File: config.mk
export PLATFORM = sky130hd
export DESIGN_NAME = param_memory_flat
export DESIGN_NICKNAME = d
export VERILOG_FILES = /design/src/rtl/param_memory_if.sv /design/src/rtl/param_memory.sv /design/src/flat_wrapper.sv
export SDC_FILE = /design/constraint.sdc
export NUM_CORES = 1
export LEC_CHECK = 0
export CAP_MARGIN = 30
export CORE_MARGIN = 3
export CORE_UTILIZATION = 24
export CTS_BUF_LIST = sky130_fd_sc_hd__clkbuf_8
export CTS_CLUSTER_DIAMETER = 120
export CTS_CLUSTER_SIZE = 16
export DETAILED_ROUTE_END_ITERATION = 8
export GPL_ROUTABILITY_DRIVEN = 1
export HOLD_SLACK_MARGIN = 0.15
export SYNTH_ARGS = -nofsm -noshare
export SYNTH_HDL_FRONTEND = slang
export SYNTH_SLANG_ARGS = --single-unit
export TNS_END_PERCENT = 30
File: constraint.sdc
create_clock -name clk -period 5.5 [get_ports clk]
set_clock_uncertainty 0.2 [all_clocks]
set_input_delay 0.825 -clock clk [delete_from_list [all_inputs] [get_ports clk]]
set_output_delay 0.825 -clock clk [all_outputs]
set_load 0.02 [all_outputs]
File: src/rtl/param_memory_if.sv
// rtl/param_memory_if.sv - request/response bundle for param_memory
//
// Purpose: groups the read/write/clear request signals and the registered
// read response of param_memory.
// Ports (signals):
//   ReadEnable, WriteEnable, ClearEnable  request strobes (master -> slave)
//   Address [ADDR_WIDTH]                  word address   (master -> slave)
//   DataIn  [DATA_WIDTH]                  write data     (master -> slave)
//   DataOut [DATA_WIDTH]                  read data      (slave -> master)
//   DataValid                             read data fresh this cycle
//   Ready                                 requests accepted this cycle
interface param_memory_if #(
  parameter int DATA_WIDTH = 16,
  parameter int ADDR_WIDTH = 4
);
  logic                  ReadEnable;
  logic                  WriteEnable;
  logic                  ClearEnable;
  logic [ADDR_WIDTH-1:0] Address;
  logic [DATA_WIDTH-1:0] DataIn;
  logic [DATA_WIDTH-1:0] DataOut;
  logic                  DataValid;
  logic                  Ready;

  modport master (
    output ReadEnable, WriteEnable, ClearEnable, Address, DataIn,
    input  DataOut, DataValid, Ready
  );

  modport slave (
    input  ReadEnable, WriteEnable, ClearEnable, Address, DataIn,
    output DataOut, DataValid, Ready
  );
endinterface

File: src/rtl/param_memory.sv
// rtl/param_memory.sv - single-port word memory with registered read and bulk clear
//
// Purpose: DEPTH = 2**ADDR_WIDTH words of DATA_WIDTH bits. One request per
// cycle (priority clear > read > write); a clear walks every address writing
// zero, one word per cycle, and blocks new requests while it runs.
// Ports:
//   clk    rising-edge clock
//   rst_n  asynchronous active-low reset (memory contents are not reset)
//   bus    param_memory_if slave modport (requests in, read response out)
module param_memory #(
  parameter int DATA_WIDTH = 16,
  parameter int ADDR_WIDTH = 4
) (
  input  logic           clk,
  input  logic           rst_n,
  param_memory_if.slave  bus
);
  localparam int DEPTH = 2 ** ADDR_WIDTH;

  typedef enum logic [1:0] {
    IDLE  = 2'd0,
    READ  = 2'd1,
    WRITE = 2'd2,
    CLEAR = 2'd3
  } state_t;

  state_t                state_q;
  state_t                state_d;
  logic [ADDR_WIDTH-1:0] clr_cnt_q;
  logic [DATA_WIDTH-1:0] mem [DEPTH];

  logic                  mem_we;
  logic [ADDR_WIDTH-1:0] mem_waddr;
  logic [DATA_WIDTH-1:0] mem_wdata;
  logic                  rd_fire;

  // Ready depends only on the state register, so there is no path from the
  // request inputs to Ready.
  assign bus.Ready = (state_q != CLEAR);

  always_comb begin
    state_d   = IDLE;
    mem_we    = 1'b0;
    mem_waddr = bus.Address;
    mem_wdata = bus.DataIn;
    rd_fire   = 1'b0;
    if (state_q == CLEAR) begin
      // Incoming requests are dropped here, not queued.
      mem_we    = 1'b1;
      mem_waddr = clr_cnt_q;
      mem_wdata = '0;
      state_d   = (&clr_cnt_q) ? IDLE : CLEAR;
    end else if (bus.ClearEnable) begin
      state_d = CLEAR;
    end else if (bus.ReadEnable) begin
      state_d = READ;
      rd_fire = 1'b1;
    end else if (bus.WriteEnable) begin
      state_d = WRITE;
      mem_we  = 1'b1;
    end
  end

  always_ff @(posedge clk or negedge rst_n) begin
    if (!rst_n) begin
      state_q       <= IDLE;
      clr_cnt_q     <= '0;
      bus.DataOut   <= '0;
      bus.DataValid <= 1'b0;
    end else begin
      state_q       <= state_d;
      bus.DataValid <= rd_fire;
      // Counter wraps to 0 on the last clear write, ready for the next clear.
      if (state_q == CLEAR) begin
        clr_cnt_q <= clr_cnt_q + 1'b1;
      end
      if (rd_fire) begin
        bus.DataOut <= mem[bus.Address];
      end
    end
  end

  // Storage has no reset; a read in the cycle after a write sees the new word.
  always_ff @(posedge clk) begin
    if (mem_we) begin
      mem[mem_waddr] <= mem_wdata;
    end
  end
endmodule

File: src/flat_wrapper.sv
// flat-port wrapper written by rule: the top's interface ports become plain ports
module param_memory_flat 
#(
  parameter int DATA_WIDTH = 16,
  parameter int ADDR_WIDTH = 4
)
  (clk, rst_n, bus_ReadEnable, bus_WriteEnable, bus_ClearEnable, bus_Address, bus_DataIn, bus_DataOut, bus_DataValid, bus_Ready);
  param_memory_if #(.DATA_WIDTH(DATA_WIDTH), .ADDR_WIDTH(ADDR_WIDTH)) bus_i ();
  input  logic clk;
  input  logic rst_n;
  input wire logic [$bits(bus_i.ReadEnable)-1:0] bus_ReadEnable;
  input wire logic [$bits(bus_i.WriteEnable)-1:0] bus_WriteEnable;
  input wire logic [$bits(bus_i.ClearEnable)-1:0] bus_ClearEnable;
  input wire logic [$bits(bus_i.Address)-1:0] bus_Address;
  input wire logic [$bits(bus_i.DataIn)-1:0] bus_DataIn;
  output wire logic [$bits(bus_i.DataOut)-1:0] bus_DataOut;
  output wire logic [$bits(bus_i.DataValid)-1:0] bus_DataValid;
  output wire logic [$bits(bus_i.Ready)-1:0] bus_Ready;
  assign bus_i.ReadEnable = bus_ReadEnable;
  assign bus_i.WriteEnable = bus_WriteEnable;
  assign bus_i.ClearEnable = bus_ClearEnable;
  assign bus_i.Address = bus_Address;
  assign bus_i.DataIn = bus_DataIn;
  assign bus_DataOut = bus_i.DataOut;
  assign bus_DataValid = bus_i.DataValid;
  assign bus_Ready = bus_i.Ready;
  param_memory #(.DATA_WIDTH(DATA_WIDTH), .ADDR_WIDTH(ADDR_WIDTH)) u_core (.clk(clk), .rst_n(rst_n), .bus(bus_i));
endmodule
==> metrics.json, run 1 <==
{
  "hold_viol": 0,
  "synthesis.instances": 538,
  "cts-hold-fix-buffers": 0,
  "critical_path_s_largest_stage_delay_ns": 0.72,
  "timing.final.crit_period_ns": 3.44,
  "clock_tree.buffer_depth": 3,
  "slew-limit-headroom_pct": 36.0,
  "antenna_found_initial": 1,
  "r2r_slack_ns": 2.41,
  "timing.final.crit_share_pct": 62.6,
  "grt_pass1_vias": 5599,
  "grt_util_all_layers_pct": 11.1,
  "vias": 5482,
  "flow.area_growth_from_synthesis_pct": 14.4,
  "grt_setup_unrepaired": "no",
  "syn_avg_cell_area_sq_um": 20.4,
  "route.detailed.vias_per_inst": 4.58,
  "die_area_sq_mm": 0.0484,
  "total_drc_errors_in_the_routed_layout": 0,
  "syn-num-nets": 564,
  "critical_path.endpoint_type": "output pin",
  "ir_drop_v": 0.000402,
  "gpl.final_weighted_congestion": 0.728,
  "critical_path_required_ns": 4.47,
  "final_core_utilization_pct": 28.1,
  "resized_after_cts": 0,
  "criticalPathCategory": "register to output pin",
  "final_nets": 617,
  "antenna_cells": 0,
  "cts.clk_slew.worst_paths_ns": 0.10,
  "cts_buffers": 21,
  "floorplan.die.width_microns": 220,
  "cellLeakagePower_nw": 3.96,
  "final_layout_size_suffix_gt1_share_pct": 22.4,
  "placement_rows": 77,
  "wirelength_microns": 26600,
  "status": "finished, final reports clean",
  "count_of_final_max_slew_check_failures": 0,
  "synth_seq_area_share_pct": 75.1,
  "crit_path_top_delay_cell": "clkdlybuf4s50_1",
  "synth.distinct_cells": 36,
  "clock_sink_count": 279,
  "max_cap_violations": 0,
  "synth-seq-cells": 279,
  "cts_setup_buffers": 0,
  "clkLatencyLatePin_ns": 0.55,
  "ctsRootBufferMaster": "clkbuf_8",
  "grt_start_max_net_pins": 53,
  "port_buf_inserts": 42,
  "power.density_cell_area_mw_per_mm2": 465,
  "wire_per_inst_microns": 22.3,
  "grt_first_pass_wirelength_microns": 39400,
  "dp.final_hpwl_microns": 15800,
  "crit_arrival_ns": 2.42,
  "max_clock_freq_mhz": 290,
  "drt-pass1-iter-count": 7,
  "tightestPinTransition_ns": 0.959,
  "mappedNetlistArea_sq_mm": 0.0110,
  "die_y_microns": 220,
  "total_neg_setup_slack_ns": 0,
  "cts-htree-levels": 1,
  "floorplan.core_area_sq_mm": 0.0447,
  "detail-route-antenna-nets": 0,
  "grt_remaining_overflow": 0,
  "timing.critical_path.cells": "and2_1 > inv_2 > clkdlybuf4s50_1",
  "ios": 43,
  "n_fill_cell": 4457,
  "finalSetupViolCount": 0,
  "effective_utilization_at_floorplan_pct": 24.6,
  "worstPathMaxFanout": 24,
  "startpoint_type": "register",
  "yosysWarningCount": 0,
  "cts_tree": "done",
  "dr.first_iter.drc_count": 682,
  "worst_hold_path_type": "register to register"
}
[synth_stat cells]
master,number,area [sq um]
nand2b_1,1,6.26
nand4b_1,1,8.76
a31oi_1,3,18.8
nand2_1,6,22.5
dfrtp_1,23,576
mux2i_1,16,160
buf_12,2,40.0
o31a_1,3,26.3
buf_2,15,75.1
ha_1,1,12.5
and2_1,18,113
a211oi_1,2,15.0
nor3_1,12,60.1
nor4bb_1,1,10.0
nor2_1,7,26.3
o2111ai_1,16,140
nand4_1,32,200
buf_8,1,15.0
inv_1,2,7.51
o21ai_0,16,80.1
buf_4,5,37.5
buf_6,2,22.5
nand3_2,1,10.0
xnor2_1,3,26.3
a21oi_1,3,15.0
clkbuf_1,12,45.0
clkbuf_2,2,10.0
and4_1,2,17.5
o22ai_1,1,6.26
inv_2,1,3.75
nor3b_1,1,7.51
nor2b_1,3,18.8
buf_1,1,3.75
mux4_2,64,1440
and4b_1,3,30.0
edfxtp_1,256,7690
[power by group]
part | switching (mW) | total (mW) | internal [mW]
Clock | 0.652 | 1.02 | 0.363
Sequential | 0.163 | 3.21 | 3.05
Combinational | 1.12 | 1.62 | 0.508
Total | 1.93 | 5.85 | 3.92
[critical path, delay by kind of cell, from the launching register on]
family | cells | cell delay (ns)
flip-flops | 1 | 0.48
buffers and inverters | 2 | 1.16
AND/OR/NAND/NOR | 1 | 0.22
[per-stage QoR]
stage                     setup WS [ns]  hold slack (ns)  instances  power [mW]  cell area [sq um]
after global placement             1.66            0.315       1154        4.81              12100
after detailed placement           1.73            0.320       1160        4.90              12200
after CTS                          2.05            0.337       1196        5.91              12600
after floorplan                    2.12            0.287        538        4.09              11000
final                              2.06            0.339       1196        5.85              12600
after global routing               1.96            0.381       1196        6.12              12600
[path summary, 6_finish.rpt]
path                                startpoint                     end  cells past startpoint
hold reg to reg            u_core.clr_cnt_q[3]     u_core.clr_cnt_q[3]                      1
max in group asynchronous                rst_n   u_core.bus.DataOut[1]                      2
setup reg to reg             u_core.state_q[0]        u_core.mem[9][3]                      6
setup / recovery             u_core.state_q[1]               bus_Ready                      3
min in group asynchronous                rst_n  u_core.bus.DataOut[11]                      2
hold / removal             u_core.clr_cnt_q[3]     u_core.clr_cnt_q[3]                      1
[layer usage]
metal  up-vias  part of all wire [%]  global-route usage (%)
li1       2340                     -                       -
met1      2917                    46                    16.2
met2       187                    46                    17.0
met3        36                   6.3                    2.48
met4         2                   1.9                    2.49
met5         -                 0.026                       0
[cell families after synthesis]
| logic type | share of synthesized area, % |
|---|---|
| adders and majority gates | 0.114 |
| buffers and inverters | 2.37 |
| DFF | 75.1 |
| muxes | 14.6 |
| AOI/OAI and AO/OA | 2.74 |
| xor gates and xnor gates | 0.239 |
| and+or+nand+nor | 4.82 |
[cell usage in the layout, fill, tap and decap left out, types with 5 or more instances in the layout]
cell type	instances
nand4_1	32
edfxtp_1	256
clkbuf_8	21
clkdlybuf4s50_1	40
mux4_2	64
nand2_1	6
and2_1	18
buf_8	5
buf_4	24
mux2i_1	16
dfrtp_1	23
nor3_2	11
inv_1	16
o21ai_0	16
o2111ai_1	16
[cell type report]
cell class,count,area [sq um],share of cell area (%)
repair buffers,70,661,5.25
clock inverters,15,63.8,0.507
well taps,592,741,5.89
flip-flops and latches,279,8260,65.7
inverters,3,11.3,0.0895
multi-input cells,216,2550,20.3
clock buffers,21,289,2.30
[state kept, by name, indices dropped and copies added (netlist names)]
name                  cells
u_core.bus.DataValid      1
u_core.clr_cnt_q          4
u_core.mem              256
u_core.bus.DataOut       16
u_core.state_q            2
Power figures use the tool's default switching activity.
==> inputs of run 2 (changes only) <==
Clock period 5.5 ns to 3 ns, I/O delays scaled along.
==> run 2 against run 1 <==
Clock power increased by 83%; non-clock buffer count increased by 20; hold slack improved by 0.0050 ns; critical path type unchanged; critical path depth increased by 1; flip-flop and latch count unchanged; combinational power increased by 87%; cell count increased by 1.8%; clock-buffer cell count unchanged; die area unchanged; routed wire length decreased by 3.6%.
==> metrics.json, run 2 (synthesis results as in run 1) <==
{
  "final_layout_size_suffix_gt1_share": {"value": 24.8, "unit": "%", "change": "+2.4 points"},
  "vias": {"value": 5528, "change": "+0.84%"},
  "final_nets": {"value": 637, "change": "+3.2%"},
  "power.density_cell_area": {"value": 846, "unit": "mW/mm^2", "change": "+82%"},
  "worstPathMaxFanout": {"value": 23, "change": "-4.2%"},
  "wirelength": {"value": 25700, "unit": "microns", "change": "-3.6%"},
  "gpl.final_weighted_congestion": {"value": 0.787, "change": "+8.1%"},
  "tightestPinTransition": {"value": 0.921, "unit": "ns", "change": "-0.0383 ns"},
  "total_drc_errors_in_the_routed_layout": {"value": 0, "change": "unchanged"},
  "grt_remaining_overflow": {"value": 0, "change": "unchanged"},
  "grt_start_max_net_pins": {"value": 38, "change": "-28%"},
  "floorplan.core_area": {"value": 0.0447, "unit": "sq mm", "change": "unchanged"},
  "final_core_utilization": {"value": 28.5, "unit": "%", "change": "+0.39 points"},
  "cts_tree": "done",
  "clock_tree.buffer_depth": {"value": 3, "change": "unchanged"},
  "flow.area_growth_from_synthesis_pct": 16.0,
  "ctsRootBufferMaster": "clkbuf_8",
  "port_buf_inserts": {"value": 42, "change": "unchanged"},
  "detail-route-antenna-nets": {"value": 0, "change": "unchanged"},
  "max_cap_violations": {"value": 0, "change": "unchanged"},
  "layout_commonest_cell": "edfxtp_1",
  "total_power": {"value": 10.8, "unit": "mW", "change": "+84%"},
  "critical_path_required": {"value": 2.35, "unit": "ns", "change": "-2.12 ns"},
  "status": "finished, final reports clean",
  "timing.final.crit_share_pct": 90.5,
  "final_cell_mix": "edfxtp_1, mux4_2, buf_4",
  "regMostFlops": "u_core.mem",
  "clock_sink_count": {"value": 279, "change": "unchanged"},
  "layout_setup_ws": {"value": 0.286, "unit": "ns", "change": "-1.77 ns"},
  "count_of_final_max_slew_check_failures": {"value": 0, "change": "unchanged"},
  "floorplan.die.width": {"value": 220, "unit": "microns", "change": "unchanged"},
  "cts_buffers": {"value": 21, "change": "unchanged"},
  "grt_pass1_vias": {"value": 5711, "change": "+2.0%"},
  "dp.final_hpwl": {"value": 16800, "unit": "microns", "change": "+6.4%"},
  "post-place-cells": {"value": 1179, "change": "+1.6%"},
  "cellLeakagePower": {"value": 4.08, "unit": "nW", "change": "+2.9%"},
  "finalSetupViolCount": {"value": 0, "change": "unchanged"},
  "clkLatencyLatePin": {"value": 0.56, "unit": "ns", "change": "about the same"},
  "cts_setup_buffers": {"value": 0, "change": "unchanged"},
  "critical_path.endpoint_type": "output pin",
  "route.detailed.vias_per_inst": {"value": 4.54, "change": "-0.98%"},
  "slew-limit-headroom": {"value": 38.6, "unit": "%", "change": "+2.6 points"},
  "effective_utilization_at_floorplan": {"value": 24.6, "unit": "%", "change": "unchanged"},
  "crit_arrival": {"value": 2.06, "unit": "ns", "change": "-0.36 ns"},
  "top_regs": "u_core.mem (256), u_core.bus.DataOut (16), u_core.clr_cnt_q (4)",
  "antenna_cells": {"value": 0, "change": "unchanged"},
  "antenna_found_initial": {"value": 0, "change": "-1"},
  "flip_flop_count_of_the_largest_register_after_layout": {"value": 256, "change": "unchanged"},
  "grt_util_all_layers": {"value": 10.6, "unit": "%", "change": "-0.48 points"},
  "place_ws": {"value": 0.341, "unit": "ns", "change": "-1.38 ns"},
  "timing.final.crit_period_ns": 2.71,
  "hold_viol": {"value": 0, "change": "unchanged"},
  "grt_first_pass_wirelength": {"value": 38300, "unit": "microns", "change": "-2.9%"},
  "cts-htree-levels": {"value": 1, "change": "unchanged"},
  "max_clock_freq_mhz": 368,
  "startpoint_type": "register",
  "wire_per_inst": {"value": 21.1, "unit": "microns", "change": "-5.4%"},
  "criticalPathCategory": "register to output pin",
  "cts.clk_slew.worst_paths": {"value": 0.11, "unit": "ns", "change": "about the same"},
  "placement_rows": {"value": 77, "change": "unchanged"},
  "die_y": {"value": 220, "unit": "microns", "change": "unchanged"},
  "die_area": {"value": 0.0484, "unit": "sq mm", "change": "unchanged"},
  "grt_setup_unrepaired": "no",
  "worst_hold_path_type": "register to register",
  "dr.first_iter.drc_count": {"value": 484, "change": "-29%"},
  "whs": {"value": 0.344, "unit": "ns", "change": "+0.00505 ns"},
  "final_cell_count_no_fill": {"value": 1218, "change": "+1.8%"},
  "ios": {"value": 43, "change": "unchanged"},
  "drt-pass1-iter-count": {"value": 5, "change": "-2"},
  "ir_drop": {"value": 0.000693, "unit": "V", "change": "+72%"}
}
==> run 2: worst paths after layout <==
kind                                  startpoint                    end  slack (ns)  cells after the start
setup / recovery               u_core.state_q[1]              bus_Ready        0.29                      4
hold / removal             u_core.bus.DataOut[9]  u_core.bus.DataOut[9]        0.34                      2
setup reg to reg               u_core.state_q[1]       u_core.mem[9][1]        0.52                      6
hold reg to reg            u_core.bus.DataOut[9]  u_core.bus.DataOut[9]        0.34                      2
max in group asynchronous                  rst_n  u_core.bus.DataOut[4]        1.69                      3
min in group asynchronous                  rst_n      u_core.state_q[1]        0.60                      3
==> run 2: layout make-up <==
cell class | count | area (sq um)
well taps | 592 | 741
clock buffers | 21 | 289
clock inverters | 17 | 75.1
repair buffers | 90 | 828
fillers | 4406 | 31900
inverters | 3 | 13.8
multi-input cells | 216 | 2540
flip-flops and latches | 279 | 8260
==> run 2: worst max-delay path, cell delays in order, from the launching register on <==
cell and delay, ns:
dfrtp_1 0.49, and2_1 0.24, inv_4 0.18, buf_6 0.23
dlygate4sd2_1 0.36
==> run 2: timing repair <==
item / 4_1_cts / 5_1_grt
hold buffers: 1 / 0
endpoints found under the setup margin: 1 / 0
resized for setup: 3 / 0
endpoints found under the hold margin: 23 / 0
==> run 2: layer usage <==
layer | track usage, % | up-vias | part of all wire, %
met4 | 3.16 | 0 | 2.6
met2 | 17.4 | 177 | 48
met3 | 1.59 | 36 | 5.9
met5 | 0 | - | 0
met1 | 14.7 | 2932 | 43
li1 | - | 2383 | -
==> run 2: through the flow <==
stage	cell area, sq um	setup TNS, ns
2_1_floorplan	11000	-0.425
3_3_place_gp	12400	0
3_5_place_dp	12400	0
4_1_cts	12800	0
5_1_grt	12800	0
6_report	12800	0
==> run 2: where the power goes <==
| group | internal, mW | total, mW | switching, mW |
|---|---|---|---|
| registers | 5.58 | 5.89 | 0.307 |
| logic | 1.02 | 3.03 | 2.01 |
| clock network | 0.671 | 1.87 | 1.20 |
| total | 7.27 | 10.8 | 3.51 |
==> inputs of run 3 (changes only) <==
Settings changed: CAP_MARGIN 30 to not set, CTS_CLUSTER_DIAMETER 120 to 40.
==> run 3 against run 2 <==
Routed wire length grew 2.2%; cell area increased by 4.6%; critical endpoint unchanged; combinational power barely moved.
==> metrics.json, run 3 (synthesis results as in run 1) <==
{
  "status": "finished, final reports clean",
  "power_switching": {"value": 3.93, "unit": "mW", "change": "+12%"},
  "worst_hold_path.endpoint": "u_core.bus.DataOut[9]",
  "dr.first_iter.drc_count": {"value": 514, "change": "+6.2%"},
  "worstPathMaxFanout": {"value": 23, "change": "unchanged"},
  "dp.final_hpwl": {"value": 16800, "unit": "microns", "change": "unchanged"},
  "cts_setup_buffers": {"value": 0, "change": "unchanged"},
  "ir_drop": {"value": 0.000696, "unit": "V", "change": "+0.37%"},
  "ctsRootBufferMaster": "clkbuf_8",
  "wirelength": {"value": 26300, "unit": "microns", "change": "+2.2%"},
  "max_cap_violations": {"value": 0, "change": "unchanged"},
  "instance_count_along_the_most_critical_hold_path": {"value": 2, "change": "unchanged"},
  "finalInstanceArea": {"value": 0.0133, "unit": "sq mm", "change": "+4.6%"},
  "die_area": {"value": 0.0484, "unit": "sq mm", "change": "unchanged"},
  "criticalPathCategory": "register to output pin",
  "ios": {"value": 43, "change": "unchanged"},
  "final_cell_mix": "edfxtp_1, mux4_2, buf_4",
  "startpoint_type": "register",
  "crit_arrival": {"value": 1.92, "unit": "ns", "change": "-0.14 ns"},
  "placement_rows": {"value": 77, "change": "unchanged"},
  "final_nets": {"value": 653, "change": "+2.5%"},
  "critical_path_required": {"value": 2.35, "unit": "ns", "change": "about the same"},
  "r2r_start": "u_core.state_q[1]",
  "timing.final.crit_period": {"value": 2.57, "unit": "ns", "change": "-0.143 ns"},
  "floorplan.core_area": {"value": 0.0447, "unit": "sq mm", "change": "unchanged"},
  "effective_utilization_at_floorplan": {"value": 24.6, "unit": "%", "change": "unchanged"},
  "critical_path.endpoint_type": "output pin",
  "cellLeakagePower": {"value": 4.32, "unit": "nW", "change": "+5.8%"},
  "grt_start_max_net_pins": {"value": 38, "change": "unchanged"},
  "flip_flop_count_of_the_largest_register_after_layout": {"value": 256, "change": "unchanged"},
  "layout_commonest_cell": "edfxtp_1",
  "regMostFlops": "u_core.mem",
  "vias": {"value": 5685, "change": "+2.8%"},
  "tightestPinTransition": {"value": 0.889, "unit": "ns", "change": "-0.0319 ns"},
  "whs": {"value": 0.340, "unit": "ns", "change": "-0.00426 ns"},
  "route.detailed.vias_per_inst": {"value": 4.55, "change": "+0.29%"},
  "r2r-end": "u_core.mem[9][15]",
  "count_of_final_max_slew_check_failures": {"value": 0, "change": "unchanged"},
  "cts-htree-levels": {"value": 2, "change": "+1"},
  "timing.final.crit_share": {"value": 85.7, "unit": "%", "change": "-4.8 points"},
  "detail-route-antenna-nets": {"value": 0, "change": "unchanged"},
  "combinationalPowerShare": {"value": 24.4, "unit": "%", "change": "-3.7 points"},
  "clock_sink_count": {"value": 279, "change": "unchanged"},
  "p_sw_share": {"value": 31.5, "unit": "%", "change": "-1.0 points"},
  "flow.area_growth_from_synthesis_pct": 21.3,
  "r2r_slack": {"value": 0.55, "unit": "ns", "change": "+0.03 ns"},
  "max_clock_freq": {"value": 389, "unit": "MHz", "change": "+5.6%"},
  "power.density_cell_area": {"value": 934, "unit": "mW/mm^2", "change": "+10%"},
  "cts_buffers": {"value": 37, "change": "+76%"},
  "placement_stage_cell_area": {"value": 0.0124, "unit": "sq mm", "change": "unchanged"},
  "internal_power": {"value": 8.53, "unit": "mW", "change": "+17%"},
  "cts.clk_slew.worst_paths": {"value": 0.08, "unit": "ns", "change": "-0.03 ns"},
  "gpl.final_weighted_congestion": {"value": 0.787, "change": "unchanged"},
  "hold_viol": {"value": 0, "change": "unchanged"},
  "grt_pass1_vias": {"value": 5888, "change": "+3.1%"},
  "port_buf_inserts": {"value": 42, "change": "unchanged"},
  "final_layout_size_suffix_gt1_share": {"value": 30.3, "unit": "%", "change": "+5.6 points"},
  "floorplan.die.width": {"value": 220, "unit": "microns", "change": "unchanged"},
  "seq_power_share": {"value": 47.4, "unit": "%", "change": "-7.2 points"},
  "hold_start": "u_core.bus.DataOut[9]",
  "drt-pass1-iter-count": {"value": 5, "change": "unchanged"},
  "clkLatencyLatePin": {"value": 0.54, "unit": "ns", "change": "-0.02 ns"},
  "reg2regPathDepth": {"value": 6, "change": "unchanged"},
  "grt_first_pass_wirelength": {"value": 39100, "unit": "microns", "change": "+2.1%"},
  "top_regs": "u_core.mem (256), u_core.bus.DataOut (16), u_core.clr_cnt_q (4)",
  "grt_remaining_overflow": {"value": 0, "change": "unchanged"},
  "grt_setup_unrepaired": "no",
  "grt_util_all_layers": {"value": 11.0, "unit": "%", "change": "+0.31 points"},
  "finalSetupViolCount": {"value": 0, "change": "unchanged"},
  "worst_hold_path_type": "register to register",
  "power.share.clock": {"value": 28.2, "unit": "%", "change": "+11 points"},
  "clock_tree.buffer_depth": {"value": 3, "change": "unchanged"},
  "slew-limit-headroom": {"value": 40.7, "unit": "%", "change": "+2.1 points"},
  "cts_tree": "done",
  "antenna_found_initial": {"value": 0, "change": "unchanged"},
  "wire_per_inst": {"value": 21.0, "unit": "microns", "change": "-0.31%"},
  "die_y": {"value": 220, "unit": "microns", "change": "unchanged"},
  "critical_path.startpoint": "u_core.state_q[1]",
  "total_drc_errors_in_the_routed_layout": {"value": 0, "change": "unchanged"}
}
-- run 3: worst max path at each step --
stage | end | slack (ns)
floorplan | u_core.mem[13][0] | -0.009
global placement | u_core.mem[8][2] | 0.35
detailed placement | u_core.mem[9][13] | 0.34
CTS | bus_Ready | 0.03
global route | bus_Ready | 0.35
finish | bus_Ready | 0.43
-- run 3: metrics by stage --
step / power [mW] / TNS [ns] / utilization (%) / setup slack [ns] / std cells
final: 12.5 / 0 / 29.8 / 0.429 / 1249
after global routing: 13.0 / 0 / 29.8 / 0.350 / 1248
after CTS: 12.6 / 0 / 29.8 / 0.0291 / 1248
after detailed placement: 9.04 / 0 / 27.7 / 0.341 / 1179
after global placement: 8.98 / 0 / 27.7 / 0.349 / 1179
after floorplan: 7.50 / -0.425 / - / -0.00886 / 538
-- run 3: what timing repair did --
action	4_1_cts	5_1_grt
endpoints found under the hold margin	23	0
pin swaps	0	0
gates resized for setup	2	1
hold buffers	1	0
setup endpoints to repair	1	1
-- run 3: layout make-up --
cell class	count	area [sq um]
Clock buffer	39	537
Multi-Input combinational cell	216	2540
Timing Repair Buffer	90	832
Clock inverter	29	404
Sequential cell	279	8260
Inverter	3	13.8
Tap cell	592	741
Fill cell	4348	31400
Antenna cell	1	2.50
-- run 3: worst max-delay path, cell delays in order (launching register included) --
cell and delay [ns]:
dfrtp_1 0.47, and2_1 0.23, inv_4 0.18, buf_6 0.24, dlymetal6s2s_1 0.26
-- run 3: power by group through the flow --
| stage | clock (mW) | sequential [mW] | combinational (mW) |
|---|---|---|---|
| 2_1_floorplan | 0 | 5.96 | 1.54 |
| 3_3_place_gp | 0 | 5.95 | 3.02 |
| 3_5_place_dp | 0 | 5.98 | 3.07 |
| 4_1_cts | 3.59 | 5.90 | 3.10 |
| 5_1_grt | 3.77 | 5.97 | 3.27 |
| 6_report | 3.52 | 5.90 | 3.04 |
-- run 3: per-layer routing --
layer	share of wire [%]	track usage (%)	vias to the layer above
met1	44	15.0	3003
li1	-	-	2447
met2	48	17.7	191
met5	0	0	-
met4	2.4	3.48	0
met3	5.5	2.04	44
